## config.mk

```make
export PLATFORM = sky130hd
export DESIGN_NAME = v_readout
export DESIGN_NICKNAME = d
export VERILOG_FILES = /design/src/rtl/v_readout_pkg.sv /design/src/rtl/v_readout_pri.sv /design/src/rtl/v_readout.sv
export SDC_FILE = /design/constraint.sdc
export NUM_CORES = 1
export LEC_CHECK = 0
export CORE_UTILIZATION = 40
export CTS_BUF_LIST = sky130_fd_sc_hd__clkbuf_8
export DETAILED_ROUTE_END_ITERATION = 8
export MAX_ROUTING_LAYER = met4
export PLACE_DENSITY = 0.71
export SYNTH_ARGS = -nofsm -noshare
export SYNTH_HDL_FRONTEND = slang
export SYNTH_SLANG_ARGS = --single-unit
```

## constraint.sdc

```tcl
create_clock -name clk -period 2.2 [get_ports clk]
set_input_delay 0.33 -clock clk [delete_from_list [all_inputs] [get_ports clk]]
set_output_delay 0.33 -clock clk [all_outputs]
set_load 0.02 [all_outputs]
```

## src/rtl/v_readout_pkg.sv

```systemverilog
// Shared configuration and types for the context-list readout engine.
// cfg_pkg holds the sizing knobs; v_pkg holds the list state layout, the
// readout FSM states, the response beat layout and a beat-building helper.

package cfg_pkg;
    localparam int ENTRIES_N = 4;
    localparam int CONTEXT_N = 8;
endpackage

package v_pkg;
    localparam int E_N      = cfg_pkg::ENTRIES_N;
    localparam int C_N      = cfg_pkg::CONTEXT_N;
    localparam int LEVEL_W  = (E_N > 1) ? $clog2(E_N) : 1;
    localparam int LSIZE_W  = $clog2(E_N + 1);
    localparam int ID_W     = (C_N > 1) ? $clog2(C_N) : 1;
    localparam int KEY_W    = 8;
    localparam int VOLUME_W = 8;

    typedef logic [LEVEL_W-1:0]  level_t;
    typedef logic [ID_W-1:0]     id_t;
    typedef logic [ID_W-1:0]     addr_t;
    typedef logic [KEY_W-1:0]    key_t;
    typedef logic [VOLUME_W-1:0] volume_t;

    // Per-context list state as stored in the context state table.
    typedef struct packed {
        logic [E_N-1:0]           vld;
        logic [LSIZE_W-1:0]       listsize;
        key_t    [E_N-1:0]        key;
        volume_t [E_N-1:0]        volume;
    } state_t;

    localparam int STATE_BITS = $bits(state_t);

    typedef enum logic [1:0] {
        IDLE   = 2'd0,
        FETCH  = 2'd1,
        STREAM = 2'd2
    } readout_state_t;

    typedef struct packed {
        level_t  level;
        key_t    key;
        volume_t volume;
        logic    empty;
        logic    last;
    } readout_rsp_t;

    // Build one response beat from a snapshot and the priority-encoder result.
    // An empty mask yields the single all-zero beat flagged empty and last.
    function automatic readout_rsp_t make_beat(input state_t s, input level_t idx,
                                               input logic any, input logic multi);
        readout_rsp_t b;
        b = '0;
        if (any) begin
            b.level  = idx;
            b.key    = s.key[idx];
            b.volume = s.volume[idx];
            b.empty  = 1'b0;
            b.last   = !multi;
        end else begin
            b.empty  = 1'b1;
            b.last   = 1'b1;
        end
        return b;
    endfunction
endpackage

```

## src/rtl/v_readout_pri.sv

```systemverilog
// Lowest-set-bit priority encoder. Reports the index of the lowest set bit,
// whether any bit is set, and whether more than one bit is set (used to tell
// if the selected entry is the final one of the list).

module v_readout_pri #(
    parameter int N = 4,
    localparam int IDX_W = (N > 1) ? $clog2(N) : 1
) (
    input  logic [N-1:0]     mask,
    output logic [IDX_W-1:0] idx,
    output logic             any,
    output logic             multi
);

    // Scan from the top down so the lowest set bit is the one that sticks.
    always_comb begin
        idx = '0;
        for (int i = N - 1; i >= 0; i--) begin
            if (mask[i]) begin
                idx = IDX_W'(i);
            end else begin
                idx = idx;
            end
        end
    end

    // Clearing the lowest set bit leaves something only if two or more were set.
    always_comb begin
        any   = |mask;
        multi = |(mask & (mask - N'(1'b1)));
    end

endmodule

```

## src/rtl/v_readout.sv

```systemverilog
// Context-list readout engine. Accepts a context id, fetches its list state
// from the context state table and streams every valid entry in ascending
// level order. Table writes are snooped during the accept and fetch cycles so
// the snapshot always reflects the newest data for that context.

module v_readout
    import v_pkg::*;
#(
    parameter int ENTRIES_N = cfg_pkg::ENTRIES_N,
    parameter int CONTEXT_N = cfg_pkg::CONTEXT_N
) (
    input  logic                  clk,
    input  logic                  rst,
    input  logic                  req_vld,
    input  id_t                   req_id,
    output logic                  req_rdy,
    output logic                  st_rd_en,
    output addr_t                 st_rd_addr,
    input  logic [STATE_BITS-1:0] st_rd_data,
    input  logic                  st_wr_en,
    input  addr_t                 st_wr_addr,
    input  logic [STATE_BITS-1:0] st_wr_data,
    output logic                  rsp_vld,
    input  logic                  rsp_rdy,
    output level_t                rsp_level,
    output key_t                  rsp_key,
    output volume_t               rsp_volume,
    output logic                  rsp_empty,
    output logic                  rsp_last
);

    readout_state_t        state_r, state_s;
    id_t                   id_r, id_s;
    logic                  acc_hit_r, acc_hit_s;
    state_t                acc_data_r, acc_data_s;
    state_t                snap_r, snap_s;
    logic [ENTRIES_N-1:0]  mask_r, mask_s;
    logic                  req_rdy_r, req_rdy_s;
    logic                  rsp_vld_r, rsp_vld_s;
    readout_rsp_t          rsp_r, rsp_s;

    logic                  accept_s;
    logic                  addr_ok_s;
    logic                  fetch_hit_s;
    state_t                fetch_src_s;
    logic [ENTRIES_N-1:0]  pri_mask_s;
    logic [ENTRIES_N-1:0]  pri_onehot_s;
    level_t                pri_idx_s;
    logic                  pri_any_s;
    logic                  pri_multi_s;
    logic                  listsize_unused_s;

    v_readout_pri #(
        .N (ENTRIES_N)
    ) u_pri (
        .mask  (pri_mask_s),
        .idx   (pri_idx_s),
        .any   (pri_any_s),
        .multi (pri_multi_s)
    );

    // Sequencing runs off the valid mask, so the stored list size is never consulted.
    assign listsize_unused_s = ^snap_r.listsize;

    assign accept_s   = req_vld && req_rdy_r && (state_r == IDLE);
    assign req_rdy    = req_rdy_r;
    assign st_rd_en   = accept_s;
    assign st_rd_addr = req_id;
    assign rsp_vld    = rsp_vld_r;
    assign rsp_level  = rsp_r.level;
    assign rsp_key    = rsp_r.key;
    assign rsp_volume = rsp_r.volume;
    assign rsp_empty  = rsp_r.empty;
    assign rsp_last   = rsp_r.last;

    // Snapshot source for the fetch cycle: a same-cycle write beats a write
    // captured at accept, which beats the (read-old) table data.
    always_comb begin
        addr_ok_s   = (int'(st_wr_addr) < CONTEXT_N);
        fetch_hit_s = st_wr_en && addr_ok_s && (st_wr_addr == id_r);
        if (fetch_hit_s) begin
            fetch_src_s = state_t'(st_wr_data);
        end else if (acc_hit_r) begin
            fetch_src_s = acc_data_r;
        end else begin
            fetch_src_s = state_t'(st_rd_data);
        end
    end

    // Priority encoder input: the fresh valid mask while fetching, otherwise
    // the entries not yet sent.
    always_comb begin
        if (state_r == FETCH) begin
            pri_mask_s = fetch_src_s.vld;
        end else begin
            pri_mask_s = mask_r & snap_r.vld;
        end
        pri_onehot_s = {{(ENTRIES_N-1){1'b0}}, 1'b1} << pri_idx_s;
    end

    // Next-state and datapath update for the IDLE / FETCH / STREAM sequence.
    always_comb begin
        state_s    = state_r;
        id_s       = id_r;
        acc_hit_s  = acc_hit_r;
        acc_data_s = acc_data_r;
        snap_s     = snap_r;
        mask_s     = mask_r;
        req_rdy_s  = req_rdy_r;
        rsp_vld_s  = rsp_vld_r;
        rsp_s      = rsp_r;
        case (state_r)
            IDLE: begin
                if (accept_s) begin
                    id_s       = req_id;
                    acc_hit_s  = st_wr_en && addr_ok_s && (st_wr_addr == req_id);
                    acc_data_s = state_t'(st_wr_data);
                    req_rdy_s  = 1'b0;
                    state_s    = FETCH;
                end else begin
                    acc_hit_s  = 1'b0;
                    req_rdy_s  = 1'b1;
                end
            end
            FETCH: begin
                snap_s    = fetch_src_s;
                rsp_s     = make_beat(fetch_src_s, pri_idx_s, pri_any_s, pri_multi_s);
                mask_s    = fetch_src_s.vld & ~pri_onehot_s;
                rsp_vld_s = 1'b1;
                acc_hit_s = 1'b0;
                state_s   = STREAM;
            end
            STREAM: begin
                if (rsp_vld_r && rsp_rdy) begin
                    if (rsp_r.last) begin
                        rsp_vld_s = 1'b0;
                        rsp_s     = '0;
                        mask_s    = '0;
                        req_rdy_s = 1'b1;
                        state_s   = IDLE;
                    end else begin
                        rsp_s  = make_beat(snap_r, pri_idx_s, pri_any_s, pri_multi_s);
                        mask_s = mask_r & ~pri_onehot_s;
                    end
                end else begin
                    rsp_s = rsp_r;
                end
            end
            default: begin
                rsp_vld_s = 1'b0;
                rsp_s     = '0;
                mask_s    = '0;
                acc_hit_s = 1'b0;
                req_rdy_s = 1'b1;
                state_s   = IDLE;
            end
        endcase
    end

    // State and output registers; reset drops any readout in progress.
    always_ff @(posedge clk) begin
        if (rst) begin
            state_r    <= IDLE;
            id_r       <= '0;
            acc_hit_r  <= 1'b0;
            acc_data_r <= '0;
            snap_r     <= '0;
            mask_r     <= '0;
            req_rdy_r  <= 1'b0;
            rsp_vld_r  <= 1'b0;
            rsp_r      <= '0;
        end else begin
            state_r    <= state_s;
            id_r       <= id_s;
            acc_hit_r  <= acc_hit_s;
            acc_data_r <= acc_data_s;
            snap_r     <= snap_s;
            mask_r     <= mask_s;
            req_rdy_r  <= req_rdy_s;
            rsp_vld_r  <= rsp_vld_s;
            rsp_r      <= rsp_s;
        end
    end

endmodule

```

==> metrics.md <==
| Metric | Value |
|---|---|
| Slowest stage cell, crit path | `dfxtp_4` |
| CTS tree | `done` |
| Fin crit share | `106%` |
| FMAX | `0.429 GHz` |
| Via density | `5.34` |
| Slew HR | `53.1%` |
| GRT Util Overall | `25.2%` |
| Worst slew pin tran | `703 ps` |
| Worst setup EP type | `flop` |
| Hold Slack | `296 ps` |
| Worst path buffer plus inverter count | `4` |
| Outcome | `finished, violations left` |
| Die area | `0.0216 sq mm` |
| Commonest non-fill, non-tap cell in the layout | `nand2_1` |
| Asr flop ratio synth | `0%` |
| Final Hold Viols | `0` |
| Starting Density | `41.1%` |
| Mapped cell area | `0.00839 sq mm` |
| Synth-to-Final Area Change | `42.1%` |
| Syn_nets | `1,194` |
| Static leakage | `4.17 nW` |
| Diode count | `0` |
| Area of the multi-input gates | `0.00507 sq mm` |
| M1 GR Usage | `34.9%` |
| Final worst slack | `-131 ps` |
| Crit-path cells | `buf_4, xnor2_1, nand4_1, buf_4, a31o_2, buf_4, nand2_1, buf_12, nor2b_1, a221oi_1, o211ai_1` |
| Met3 GRT Util | `3.42%` |
| Synth Flop Type | `dfxtp_1` |
| Number of global-route vias before repair | `7,819` |
| Clock root cell | `clkbuf_8` |
| M2 GR Usage | `38.1%` |
| RD Place Congestion | `0.897` |
| Final setup fails | `20` |
| Fin Clk Skew | `8.88 ps` |
| Die width | `147 um` |
| Via count | `8,200` |
| Final instance area | `0.0119 sq mm` |
| Tot Pwr | `9.46 mW` |
| Final HPWL DP | `18,200 um` |
| Global-route wire length before repair | `41,600 um` |
| Sequential area share after synthesis | `40.1%` |
| Setup TNS | `-1560 ps` |
| Placed cells | `1,490` |
| Largest net degree at the start of global routing | `151` |
| Worst-Skew Late Latency | `480 ps` |
| Post-synth cell types | `53` |
| Top-area cell type share of the netlist area | `40.1%` |
| Area after DPL | `0.0109 sq mm` |
| Max Root-Sink Buffers | `2` |
| Core region area | `0.0204 sq mm` |
| Worst Path Arrival | `2670 ps` |
| RSZ-0062 raised after global routing | `true` |
| Post-layout min period | `2330 ps` |
| Total Nets Final | `1,410` |
| Row count | `52` |
| Total of max-cap violations | `0` |
| Worst setup path class | `flop to flop` |
| Ys Warns | `0` |
| Gate Count Post-Synth | `1,038` |
| Most frequent cells in the layout | `nand2_1, clkdlybuf4s50_1, dfxtp_1, mux2i_1, a21oi_1` |
| Cts bufs inserted | `17` |
| CP max stage delay | `370 ps` |
| Final slew viol count | `0` |
| DR iter-0 viols | `603` |
| PwrDens | `793 mW/mm^2` |
| Pre-CTS setup slack | `-684 ps` |
| Final WL | `26,800 um` |
| DRC Markers | `0` |
| Synth top area cells | `dfxtp_1, mux2i_1, nand2_1, a21oi_1, nor2_1` |
| HP Class | `input port to flop` |
| Ports | `179` |
| Worst Setup Start Kind | `flop` |
| Required time worst endpoint | `2540 ps` |
| Initial antenna violation count | `0` |
| Clk pin slew, worst setup/hold paths | `80 ps` |
| Synth area leader | `dfxtp_1` |
| Grt total ovfl | `0` |
| Synth Register Bits | `168` |
| Sink Count | `168` |
| Total number of H-tree levels | `4` |
| GR peak layer | `met2` |
| Post-synth EDFFs | `0` |
| Final core occ | `58.4%` |
| Worst Path Max Fanout | `15` |
| Die Y | `147 um` |
| Delay-heaviest family, CP | `compound AO/OA/AOI/OAI gates` |
| Avg Inst Size Synth | `8.09 sq um` |
| Detail Route Antenna Nets | `0` |
| Most common cell type on the critical path | `buf_4` |
| Max VDD drop | `0.000484 V` |
| Fillers | `1,820` |
| Port Buf Inserts | `172` |
| Avg WL per Cell | `17.4 um` |
| Cts hold-fix bufs | `0` |
| DRT Pass-1 Iters | `5` |
| Failing checks | `negative setup slack` |
| Final std cells w/o fill | `1,537` |
| Share of layout cells above drive strength 1 | `17.4%` |
| Seq. cell area | `0.00338 sq mm` |
## logic make-up (layout without fill, tap and decap cells)
group	Yosys count	count (layout)	synth area share [%]
simple gates	382	382	19.0
compound gates	269	269	20.7
mux	120	120	14.4
fa+ha+maj	3	3	0.447
xor+xnor	9	9	1.03
buf+inv	87	316	4.41
flops	168	168	40.1
## flip-flops by register name (all words and copies together) (netlist names), 2 cells and up
signal and count:
acc_data_r 68, id_r 3, mask_r 4, rsp_key 8, rsp_level 2, rsp_volume 8, snap_r 68, state_r 2
## routing by layer
| metal | wire length (um) | part of all wire, % | vias up |
|---|---|---|---|
| met5 | 0 | 0 | - |
| met4 | 431 | 1.6 | 0 |
| met3 | 1460 | 5.4 | 35 |
| met2 | 12100 | 45 | 284 |
| met1 | 12800 | 48 | 3820 |
| li1 | - | - | 4061 |
## worst register-to-register path: stages (launching register included)
cell and delay [ps]:
dfxtp_4 370, buf_4 140, xnor2_1 210, nand4_1 130
buf_4 180, a31o_2 290, buf_4 150, nand2_1 100
buf_12 170, nor2b_1 60, a221oi_1 280, o211ai_1 130
## cell usage after synthesis (7+ instances only)
| cell type | count |
|---|---|
| o21ai_0 | 53 |
| mux2i_1 | 117 |
| nor2b_1 | 24 |
| nor2_1 | 98 |
| buf_1 | 12 |
| a21oi_1 | 105 |
| a22oi_1 | 9 |
| nand2_1 | 223 |
| o21a_1 | 17 |
| a221oi_1 | 19 |
| a211oi_1 | 7 |
| o211ai_1 | 17 |
| and3_1 | 11 |
| clkbuf_1 | 50 |
| buf_2 | 14 |
| dfxtp_1 | 168 |
## path summary, 6_finish.rpt
check | cells past startpoint | startpoint | slack [ps] | end
min reg2reg | 2 | mask_r[0]$_SDFFE_PP0P_ | 430 | mask_r[0]$_SDFFE_PP0P_
max reg2reg | 11 | id_r[1]$_SDFFE_PP0P_ | -130 | rsp_volume[5]$_SDFFE_PP0P_
max | 11 | id_r[1]$_SDFFE_PP0P_ | -130 | rsp_volume[5]$_SDFFE_PP0P_
min | 5 | rst | 300 | mask_r[0]$_SDFFE_PP0P_
## cell type report
cell class / instances / share of cell area [%]
well taps: 270 / 2.83
inverters: 6 / 0.199
multi-input cells: 783 / 42.5
clock buffers: 21 / 2.42
flip-flops and latches: 168 / 28.3
repair buffers: 278 / 22.8
clock inverters: 11 / 0.892
## what timing repair did
action / CTS / global route
endpoints found under the setup margin: 25 / 29
pin swaps: 7 / 13
buffers inserted: 10 / 6
gates resized for setup: 72 / 44
cloned: 1 / 2
## power breakdown
group          internal, mW  switching (mW)
Combinational          1.56            1.88
Sequential             3.51           0.271
Clock                  1.11            1.13
(Power assumes the default switching activity.)
